$ cat src/rtl/regfile_wr_arbiter_pkg.sv
// Shared constants and types for the register-file write-port arbiter.
// Latency: n/a (declarations only).
// Backpressure: n/a.
// Contents: default index/data widths, reserved register indices, arbiter FSM
// state type, and the index legality helper.
package regfile_wr_arbiter_pkg;

  localparam int unsigned REG_AW   = 4;
  localparam int unsigned REG_DW   = 16;

  // Reserved register indices. T is passed through untouched; the RF itself
  // performs its ==0 conversion.
  localparam int unsigned REG0_IDX = 0;
  localparam int unsigned T_IDX    = 14;
  localparam int unsigned PC_IDX   = 15;

  typedef enum logic [0:0] {
    ST_RUN   = 1'b0,
    ST_STALL = 1'b1
  } arb_state_e;

  // Writes to REG0 or PC are never performed through this port.
  function automatic logic idx_legal(input logic [31:0] idx);
    return (idx != REG0_IDX) && (idx != PC_IDX);
  endfunction

endpackage

$ cat src/rtl/regfile_wr_fifo.sv
// Circular buffer of pending secondary register writes with index lookup.
// Latency: push visible at head/count one cycle after the accepting posedge.
// Backpressure: ready_o is registered and equals !full; push ignored when full.
// Ports: Clk/Rst; push_i/push_reg_i/push_dat_i enqueue; pop_i dequeues head;
//        head_reg_o/head_dat_o show the oldest entry; count_o/full_o/empty_o
//        report occupancy; rs/rt_query_i match against all valid entries.
module regfile_wr_fifo
  import regfile_wr_arbiter_pkg::*;
#(
  parameter int unsigned DEPTH = 4,
  parameter int unsigned AW    = REG_AW,
  parameter int unsigned DW    = REG_DW
) (
  input  logic                     Clk,
  input  logic                     Rst,
  input  logic                     push_i,
  input  logic [AW-1:0]            push_reg_i,
  input  logic [DW-1:0]            push_dat_i,
  input  logic                     pop_i,
  output logic [AW-1:0]            head_reg_o,
  output logic [DW-1:0]            head_dat_o,
  output logic [$clog2(DEPTH):0]   count_o,
  output logic                     full_o,
  output logic                     empty_o,
  output logic                     ready_o,
  input  logic [AW-1:0]            rs_query_i,
  input  logic [AW-1:0]            rt_query_i,
  output logic                     rs_match_o,
  output logic                     rt_match_o
);

  localparam int unsigned PW = $clog2(DEPTH);
  localparam int unsigned CW = PW + 1;

  logic [AW-1:0]    reg_q [DEPTH];
  logic [DW-1:0]    dat_q [DEPTH];
  logic [DEPTH-1:0] vld_q;
  logic [PW-1:0]    wr_ptr_q, rd_ptr_q;
  logic [CW-1:0]    count_q, count_d;
  logic             ready_q;
  logic             do_push, do_pop;

  assign full_o     = (count_q == CW'(DEPTH));
  assign empty_o    = (count_q == '0);
  assign do_push    = push_i & ~full_o;
  assign do_pop     = pop_i & ~empty_o;
  assign head_reg_o = reg_q[rd_ptr_q];
  assign head_dat_o = dat_q[rd_ptr_q];
  assign count_o    = count_q;
  assign ready_o    = ready_q;

  always_comb begin
    count_d = count_q;
    case ({do_push, do_pop})
      2'b10:   count_d = count_q + CW'(1);
      2'b01:   count_d = count_q - CW'(1);
      default: count_d = count_q;
    endcase
  end

  // Pointers are PW bits wide, so they wrap modulo DEPTH on their own.
  always_ff @(posedge Clk or negedge Rst) begin
    if (!Rst) begin
      wr_ptr_q <= '0;
      rd_ptr_q <= '0;
      count_q  <= '0;
      vld_q    <= '0;
      ready_q  <= 1'b0;
      for (int i = 0; i < DEPTH; i++) begin
        reg_q[i] <= '0;
        dat_q[i] <= '0;
      end
    end else begin
      count_q <= count_d;
      // Ready tracks next-cycle fullness so the registered flag is never stale.
      ready_q <= (count_d != CW'(DEPTH));
      if (do_push) begin
        reg_q[wr_ptr_q] <= push_reg_i;
        dat_q[wr_ptr_q] <= push_dat_i;
        vld_q[wr_ptr_q] <= 1'b1;
        wr_ptr_q        <= wr_ptr_q + PW'(1);
      end
      if (do_pop) begin
        vld_q[rd_ptr_q] <= 1'b0;
        rd_ptr_q        <= rd_ptr_q + PW'(1);
      end
    end
  end

  always_comb begin
    rs_match_o = 1'b0;
    rt_match_o = 1'b0;
    for (int i = 0; i < DEPTH; i++) begin
      if (vld_q[i] && (reg_q[i] == rs_query_i)) rs_match_o = 1'b1;
      if (vld_q[i] && (reg_q[i] == rt_query_i)) rt_match_o = 1'b1;
    end
  end

endmodule

$ cat src/rtl/regfile_wr_arbiter.sv
// Shares the RF write port between WB (fixed priority) and a buffered secondary requester.
// Latency: write port combinational in-cycle; secondary accept->RF write >= 1 cycle.
// Backpressure: SecReady=!full (registered); StallPipe after MAX_WAIT blocked head cycles.
// Ports: WbValid/WbReg/WbData from writeback; SecValid/SecReg/SecData/SecReady
//        from the secondary unit; RsQuery/RtQuery -> RsPending/RtPending for
//        decode interlock; RegWre/WriteReg/WriteData to the RF; StallPipe,
//        FifoCount, ProtoErr (sticky WbValid-while-stalled) status.
module regfile_wr_arbiter
  import regfile_wr_arbiter_pkg::*;
#(
  parameter int unsigned DEPTH    = 4,
  parameter int unsigned MAX_WAIT = 8,
  parameter int unsigned AW       = REG_AW,
  parameter int unsigned DW       = REG_DW
) (
  input  logic                   Clk,
  input  logic                   Rst,
  input  logic                   WbValid,
  input  logic [AW-1:0]          WbReg,
  input  logic [DW-1:0]          WbData,
  input  logic                   SecValid,
  input  logic [AW-1:0]          SecReg,
  input  logic [DW-1:0]          SecData,
  output logic                   SecReady,
  input  logic [AW-1:0]          RsQuery,
  input  logic [AW-1:0]          RtQuery,
  output logic                   RsPending,
  output logic                   RtPending,
  output logic                   StallPipe,
  output logic                   RegWre,
  output logic [AW-1:0]          WriteReg,
  output logic [DW-1:0]          WriteData,
  output logic [$clog2(DEPTH):0] FifoCount,
  output logic                   ProtoErr
);

  localparam int unsigned AGW = $clog2(MAX_WAIT) + 1;

  logic          wb_win, blocked, pop, push;
  logic          fifo_full, fifo_empty, rs_match, rt_match;
  logic [AW-1:0] head_reg;
  logic [DW-1:0] head_dat;
  logic [AGW-1:0] age_q, age_d;
  arb_state_e    state_q, state_d;
  logic          proto_err_q, proto_err_d;

  // An illegal WB index does not claim the port, leaving the slot free.
  assign wb_win  = WbValid & idx_legal(32'(WbReg));
  assign blocked = ~fifo_empty & wb_win;
  assign pop     = ~fifo_empty & ~wb_win;
  // Illegal secondary indices still complete the handshake but are dropped.
  assign push    = SecValid & SecReady & idx_legal(32'(SecReg)) & ~fifo_full;

  regfile_wr_fifo #(
    .DEPTH(DEPTH),
    .AW   (AW),
    .DW   (DW)
  ) u_fifo (
    .Clk       (Clk),
    .Rst       (Rst),
    .push_i    (push),
    .push_reg_i(SecReg),
    .push_dat_i(SecData),
    .pop_i     (pop),
    .head_reg_o(head_reg),
    .head_dat_o(head_dat),
    .count_o   (FifoCount),
    .full_o    (fifo_full),
    .empty_o   (fifo_empty),
    .ready_o   (SecReady),
    .rs_query_i(RsQuery),
    .rt_query_i(RtQuery),
    .rs_match_o(rs_match),
    .rt_match_o(rt_match)
  );

  assign RsPending = rs_match & idx_legal(32'(RsQuery));
  assign RtPending = rt_match & idx_legal(32'(RtQuery));

  always_comb begin
    RegWre    = 1'b0;
    WriteReg  = '0;
    WriteData = '0;
    if (wb_win) begin
      RegWre    = 1'b1;
      WriteReg  = WbReg;
      WriteData = WbData;
    end else if (!fifo_empty) begin
      RegWre    = 1'b1;
      WriteReg  = head_reg;
      WriteData = head_dat;
    end
  end

  // Age saturates at MAX_WAIT-1; a non-empty FIFO with no pop means WB blocked the head.
  always_comb begin
    age_d = age_q;
    if (fifo_empty || pop) begin
      age_d = '0;
    end else if (age_q != AGW'(MAX_WAIT - 1)) begin
      age_d = age_q + AGW'(1);
    end
  end

  always_comb begin
    state_d     = state_q;
    proto_err_d = proto_err_q | (WbValid & StallPipe);
    case (state_q)
      ST_RUN: begin
        if (blocked && (age_q == AGW'(MAX_WAIT - 1))) state_d = ST_STALL;
      end
      ST_STALL: begin
        if (pop || fifo_empty) state_d = ST_RUN;
      end
      default: state_d = ST_RUN;
    endcase
  end

  always_ff @(posedge Clk or negedge Rst) begin
    if (!Rst) begin
      state_q     <= ST_RUN;
      age_q       <= '0;
      proto_err_q <= 1'b0;
    end else begin
      state_q     <= state_d;
      age_q       <= age_d;
      proto_err_q <= proto_err_d;
    end
  end

  assign StallPipe = (state_q == ST_STALL);
  assign ProtoErr  = proto_err_q;

endmodule

$ cat config.mk
export PLATFORM = sky130hd
export DESIGN_NAME = regfile_wr_arbiter
export DESIGN_NICKNAME = d
export VERILOG_FILES = /design/src/rtl/regfile_wr_arbiter_pkg.sv /design/src/rtl/regfile_wr_fifo.sv /design/src/rtl/regfile_wr_arbiter.sv
export SDC_FILE = /design/constraint.sdc
export NUM_CORES = 1
export LEC_CHECK = 0
export BUFFER_PORTS_ARGS = -buffer_cell sky130_fd_sc_hd__buf_2
export CORE_MARGIN = 1
export CORE_UTILIZATION = 30
export DETAILED_ROUTE_END_ITERATION = 6
export PLACE_DENSITY_LB_ADDON = 0.05
export SLEW_MARGIN = 20
export SYNTH_ARGS = -nofsm -noshare
export SYNTH_HDL_FRONTEND = slang
export SYNTH_SLANG_ARGS = --single-unit
$ cat constraint.sdc
create_clock -name Clk -period 4.1 [get_ports Clk]
set_input_delay 0.205 -clock Clk [delete_from_list [all_inputs] [get_ports Clk]]
set_output_delay 0.205 -clock Clk [all_outputs]
set_load 0.1 [all_outputs]
==> impl_results.md, run 1 <==
- Cells after Synth: 373
- Mux cell area share after synthesis: 27.5%
- Worst Setup Start Kind: register
- Worst slack at placement: 1.78 ns
- WP data arrival: 2.40 ns
- Area share of and/or/nand/nor cells after synthesis: 4.77%
- Max Cap Viol: 0
- Compound-gate portion of the synthesized area: 6.65%
- Setup slack after layout: 1.50 ns
- Root Buffer: clkbuf_16
- RSZ-0062 raised after global routing: false
- # rows: 47
- Post-Synthesis Mean Instance Area: 13.6 sq um
- Total Power: 5.49 mW
- Worst setup path start: u_fifo.rd_ptr_q[0]
- Max stage delay on crit path: 0.91 ns
- Critical path endpoint: WriteData[9]
- DIE HEIGHT: 132 um
- Reg2Reg Capture Point: u_fifo.ready_o
- Core area: 16500 sq um
- Post-synthesis cell type count: 33
- Post-Layout Cell Count: 671
- Worst slew pin tran: 0.932 ns
- Iter 0 DRT Violations: 173
- Dpl hpwl: 8030 um
- Gr usage total: 15.2%
- First-pass GRT wire length: 19900 um
- Crit-path leading delay family: flip-flops
- Worst min path class: input pin to asynchronous set/reset pin
- Synthesis Warnings: 0
- Die W: 132 um
- Slew HR: 37.9%
- Xor/xnor cell area share of the yosys netlist: 5.54%
- # IOs: 81
- Final period util: 63.4%
- Setup CP Type: register to output pin
- Synthesized netlist net count: 436
- Flops & latches, synth: 98
- Post-DP Area: 5620 sq um
- Worst path required time: 3.89 ns
- Mapped Area: 5060 sq um
- Post-DRT Antenna Nets: 0
- CTS sink count: 98
- Pwr/cell area: 926 nW/um^2
- Critical Path End Type: output pin
- Peak Freq: 385 MHz
- Number of remaining DRC errors: 0
- Pleak: 2.67 nW
- Max H-tree Level: 3
- Main combinational cell family by area after synthesis: multiplexers
- N_diodes: 0
- CTS Buf Count: 9
- Clock Skew: 0.00635 ns
- Max clock buf depth: 2
- Routed len/inst: 18.3 um
- Adder-cell share of the synthesized area: 2.87%
- Slew Viols, Final: 0
- Post-synthesis sequential area ratio: 48.5%
- Total Negative Setup Slacks: 0 ns
- Hold Vio Cnt, Final: 6
- DR vias/cell: 4.82
- Crit path depth: 3
- Clk slew on worst S/H paths: 0.07 ns
- Post-CTS sizing: 0
- Failing checks: hold timing
- Vias in the first global route: 3457
- Final-report setup violation count: 0
- Largest net degree at the start of global routing: 71
- Detailed-route via count: 3236
- Die area: 17400 sq um
- Worst-skew pair later-pin latency: 0.35 ns
- Detailed Routing Iterations Pass 1: 6
- Layout area overhead: 17.2%
- Initial Util: 30.6%
- Final wirelength: 12300 um
- Initial antenna violation count: 1
- Worst r2r path cells: 9
- Routability Congestion: 0.795
- Post-layout min period: 2.60 ns
- # port buffers: 80
- GR Overflow Total: 0
- Postcts setup bufs: 0
- Layout cells sized above 1: 46.1%
- Max VDD drop: 0.000469 V
- Critical R2R Launch: u_fifo.count_o[0]
- Post-route cell area: 5930 sq um
- Inst Count DP: 655
- Post-layout nets: 509
- Flop2flop setup slack: 1.87 ns
- Layout Utilization: 35.9%
- Buf+Inv Stages, Crit Path: 1
- CTS tree: done
- CP Max Fanout: 23
- # hold bufs at CTS: 0
- Outcome: finished, violations left
- Worst path slowest cell: dfrtp_2
- Worst-path cell chain: mux4_2 -> a22o_1 -> buf_2
- Worst hold slack: -0.00890 ns
-- registers in the layout, summed over array words and instances (netlist names) --
| name | cells |
|---|---|
| age_q | 4 |
| u_fifo.dat_q | 64 |
| u_fifo.rd_ptr_q | 2 |
| ProtoErr | 1 |
| u_fifo.wr_ptr_q | 2 |
| u_fifo.vld_q | 4 |
| StallPipe | 1 |
| u_fifo.ready_o | 1 |
| u_fifo.count_o | 3 |
| u_fifo.reg_q | 16 |
-- area by class of cell --
| type | instances | area (sq um) |
|---|---|---|
| Tap cell | 220 | 275 |
| Clock inverter | 5 | 61.3 |
| Multi-Input combinational cell | 236 | 2400 |
| Timing Repair Buffer | 84 | 433 |
| Inverter | 17 | 63.8 |
| Fill cell | 1645 | 10600 |
| Sequential cell | 98 | 2450 |
| Clock buffer | 11 | 243 |
-- where the power goes --
group,switching (mW),internal [mW],total [mW],leakage [nW]
registers,0.411,1.44,1.85,1.17
clock network,0.379,0.494,0.872,0.150
logic,1.67,1.10,2.77,1.35
-- routing by layer --
metal  up-vias  wire, um  global-route usage, %
li1       1503         -                      -
met1      1648      5740                   19.7
met2        71      5790                   24.5
met3        12       551                   4.42
met4         2       190                   4.26
met5         -        19                      0
-- cell usage after synthesis --
cell / count / share of area [%]
clkbuf_1: 9 / 0.67
xor2_1: 19 / 3.3
nor4_1: 2 / 0.25
a222oi_1: 2 / 0.40
buf_2: 4 / 0.40
ha_1: 10 / 2.5
o22ai_1: 2 / 0.25
or3_1: 1 / 0.12
mux4_2: 20 / 8.9
a21oi_1: 2 / 0.20
mux2_4: 5 / 1.5
mux2i_1: 1 / 0.20
nor2_2: 1 / 0.12
xnor2_1: 13 / 2.3
a311oi_4: 1 / 0.52
a21o_1: 1 / 0.15
buf_1: 1 / 0.074
mux2_2: 76 / 17
fa_1: 1 / 0.40
nor3_1: 10 / 0.99
nand4_1: 5 / 0.62
o21ai_0: 6 / 0.59
dfrtp_1: 98 / 48
nand2_2: 4 / 0.49
nor2_1: 9 / 0.67
a31oi_1: 4 / 0.49
nand2_1: 9 / 0.67
inv_1: 17 / 1.3
buf_6: 8 / 1.8
or4_1: 1 / 0.15
a22oi_1: 4 / 0.59
nand3_1: 7 / 0.69
a22o_1: 20 / 3.5
-- kinds of logic (layout without fill, tap and decap cells) --
logic type,Yosys count,count (layout)
mux,102,102
flops,98,98
simple gates,49,49
compound gates,42,42
buf+inv,39,117
xor+xnor,32,32
fa+ha+maj,11,11
-- cell usage in the layout, fill, tap and decap left out, types with 6 or more instances in the layout --
| cell | count |
|---|---|
| xnor2_1 | 13 |
| dfrtp_1 | 97 |
| mux2_2 | 76 |
| inv_1 | 17 |
| buf_2 | 79 |
| mux4_2 | 20 |
| nor2_1 | 8 |
| nand2_1 | 9 |
| nor3_1 | 10 |
| xor2_1 | 19 |
| ha_1 | 10 |
| o21ai_0 | 6 |
| clkbuf_16 | 9 |
| nand3_1 | 7 |
| a22o_1 | 20 |
-- worst min-delay path by stage --
stage                         to  slack (ns)  from
2_1_floorplan           ProtoErr       -0.09   Rst
3_3_place_gp   u_fifo.count_o[2]        0.42   Rst
3_5_place_dp   u_fifo.count_o[1]        0.42   Rst
4_1_cts         u_fifo.dat_q[35]        0.04   Rst
5_1_grt        u_fifo.count_o[1]        0.08   Rst
6_report       u_fifo.count_o[1]      -0.009   Rst
(Power assumes the default switching activity.)
==> run 2, diff against run 1 <==
==> constraint.sdc (replaced) <==
create_clock -name Clk -period 2.5 [get_ports Clk]
set_input_delay 0.125 -clock Clk [delete_from_list [all_inputs] [get_ports Clk]]
set_output_delay 0.125 -clock Clk [all_outputs]
set_load 0.1 [all_outputs]
==> run 2 against run 1 <==
  * The flow now finishes without violations
  * Flip-flop and latch count unchanged
  * Clock skew down 0.0015 ns
  * Final area up 7.3%
  * Sequential power up 61%
  * Sequential share of layout area down 2.7 points
  * Core utilization up 2.6 points
  * Highest routed layer is now met4
==> impl_results.md, run 2 (synthesized netlist as in run 1, its figures left out) <==
- CTS sink count: 98 (unchanged)
- # IOs: 81 (unchanged)
- # rows: 47 (unchanged)
- Final period util: 87.3%
- Layout area overhead: 25.7% (was 17.2%)
- Gr usage total: 15.8% (was 15.2%)
- Max Cap Viol: 0 (unchanged)
- Die area: 17400 sq um (unchanged)
- Post-layout min period: 2.18 ns
- DIE HEIGHT: 132 um (unchanged)
- Post-CTS sizing: 0 (unchanged)
- # fillers: 1606 (was 1645)
- Setup slack after layout: 0.317 ns (was 1.50 ns)
- Dpl hpwl: 8650 um (was 8030 um)
- Setup CP Type: register to output pin (unchanged)
- Total Negative Setup Slacks: 0 ns (unchanged)
- Postcts setup bufs: 0 (unchanged)
- Worst slack at placement: 0.227 ns (was 1.78 ns)
- Post-route cell area: 6360 sq um (was 5930 sq um)
- Largest registers: u_fifo.dat_q (64), u_fifo.reg_q (16) (unchanged)
- Pwr/cell area: 1520 nW/um^2 (was 926 nW/um^2)
- Worst min path class: input pin to register (was input pin to asynchronous set/reset pin)
- Register area: 2460 sq um (was 2450 sq um)
- # hold bufs at CTS: 1 (was 0)
- First-pass GRT wire length: 20600 um (was 19900 um)
- Post-layout nets: 516 (was 509)
- GR Overflow Total: 0 (unchanged)
- Most frequent cells in the layout: 93 x dfrtp_1, 76 x mux2_2, 59 x buf_2, 27 x buf_12 (was 97 x dfrtp_1, 79 x buf_2, 76 x mux2_2, 20 x mux4_2, 20 x a22o_1)
- Outcome: finished, final reports clean (was finished, violations left)
- Detailed Routing Iterations Pass 1: 6 (unchanged)
- DR vias/cell: 4.94 (was 4.82)
- Post-DRT Antenna Nets: 0 (unchanged)
- # port buffers: 80 (unchanged)
- CTS tree: done (unchanged)
- Initial antenna violation count: 1 (unchanged)
- CTS Buf Count: 9 (unchanged)
- Worst path required time: 2.38 ns (was 3.89 ns)
- Routed len/inst: 18.4 um (was 18.3 um)
- Total Power: 9.67 mW (was 5.49 mW)
- Max clock buf depth: 2 (unchanged)
- Worst-skew pair later-pin latency: 0.34 ns (was 0.35 ns)
- Commonest non-fill, non-tap cell in the layout: dfrtp_1 (unchanged)
- Critical Path End Type: output pin (unchanged)
- Post-Layout Cell Count: 678 (was 671)
- Hold Vio Cnt, Final: 0 (was 6)
- Iter 0 DRT Violations: 144 (was 173)
- Number of remaining DRC errors: 0 (unchanged)
- Detailed-route via count: 3348 (was 3236)
- Root Buffer: clkbuf_16 (unchanged)
- Post-DP Area: 6070 sq um (was 5620 sq um)
- Max VDD drop: 0.000629 V (was 0.000469 V)
- Final wirelength: 12400 um (was 12300 um)
- Register with the most flip-flops: u_fifo.dat_q (unchanged)
- WP data arrival: 2.06 ns (was 2.40 ns)
- Inst Count DP: 661 (was 655)
- Die W: 132 um (unchanged)
- Clock Skew: 0.00486 ns (was 0.00635 ns)
- Layout cells sized above 1: 47.9% (was 46.1%)
- Worst Setup Start Kind: register (unchanged)
- Final-report setup violation count: 0 (unchanged)
- Slew HR: 57.5% (was 37.9%)
- Max H-tree Level: 3 (unchanged)
- Core area: 16500 sq um (unchanged)
- Max FFs per register: 64 (unchanged)
- Vias in the first global route: 3559 (was 3457)
- Largest net degree at the start of global routing: 53 (was 71)
- RSZ-0062 raised after global routing: false (unchanged)
- Clk slew on worst S/H paths: 0.06 ns (was 0.07 ns)
- Routability Congestion: 0.796 (was 0.795)
- Slew Viols, Final: 0 (unchanged)
- Area of the multi-input gates: 2410 sq um (was 2400 sq um)
- Worst slew pin tran: 0.638 ns (was 0.932 ns)
- Peak Freq: 458 MHz
- Pleak: 2.82 nW (was 2.67 nW)
- CP Max Fanout: 17 (was 23)
- Initial Util: 30.6% (unchanged)
run 2: cell count changes in the layout (fill, tap and decap cells not counted), sizes merged:
cell / change
buf: +6
bufinv: -1
clkbuf: +1
diode: +1
dlygate4sd3: +1
inv: -1
run 2: worst max-delay path, cell delays in order (launching register included):
cell and delay, ns:
dfrtp_2 0.49, buf_12 0.23, mux4_2 0.56, a22o_1 0.25, buf_12 0.17
run 2: where the power goes:
part           leakage [nW]  total [mW]  internal, mW  switching (mW)
Sequential             1.17        2.97          2.37           0.598
Clock                 0.138        1.30         0.719           0.578
Combinational          1.51        5.40          2.44            2.97
run 2: path summary, 6_finish.rpt:
path                               startpoint            endpoint  slack, ns  cells past startpoint
setup / recovery           u_fifo.rd_ptr_q[0]       WriteData[15]       0.32                      4
hold / removal                        WbValid            ProtoErr       0.04                      2
setup reg to reg            u_fifo.count_o[1]      u_fifo.ready_o       0.33                      9
hold reg to reg                      ProtoErr            ProtoErr       0.45                      1
max in group asynchronous                 Rst  u_fifo.rd_ptr_q[0]       1.44                      3
min in group asynchronous                 Rst   u_fifo.count_o[2]       0.34                      2
run 2: area by class of cell:
class                   instances  share of cell area [%]
multi-input cells             236                    37.9
diodes                          1                  0.0394
well taps                     220                    4.33
flip-flops and latches         98                    38.7
inverters                      17                    1.00
clock buffers                  12                    4.03
clock inverters                 3                   0.236
repair buffers                 91                    13.8
run 2: per-stage QoR:
stage / hold WS, ns / util [%]
6_report: 0.0394 / 38.5
5_1_grt: 0.0329 / 38.5
4_1_cts: 0.0213 / 38.5
3_5_place_dp: 0.194 / 36.8
3_3_place_gp: 0.194 / 36.8
2_1_floorplan: -0.171 / -
run 2: metal layers:
metal	GRT usage, %	wire length [um]	vias to the layer above
met3	3.00	432	13
met5	0	0	-
met2	25.3	6000	71
met1	20.9	5810	1738
li1	-	-	1526
met4	6.65	199	0
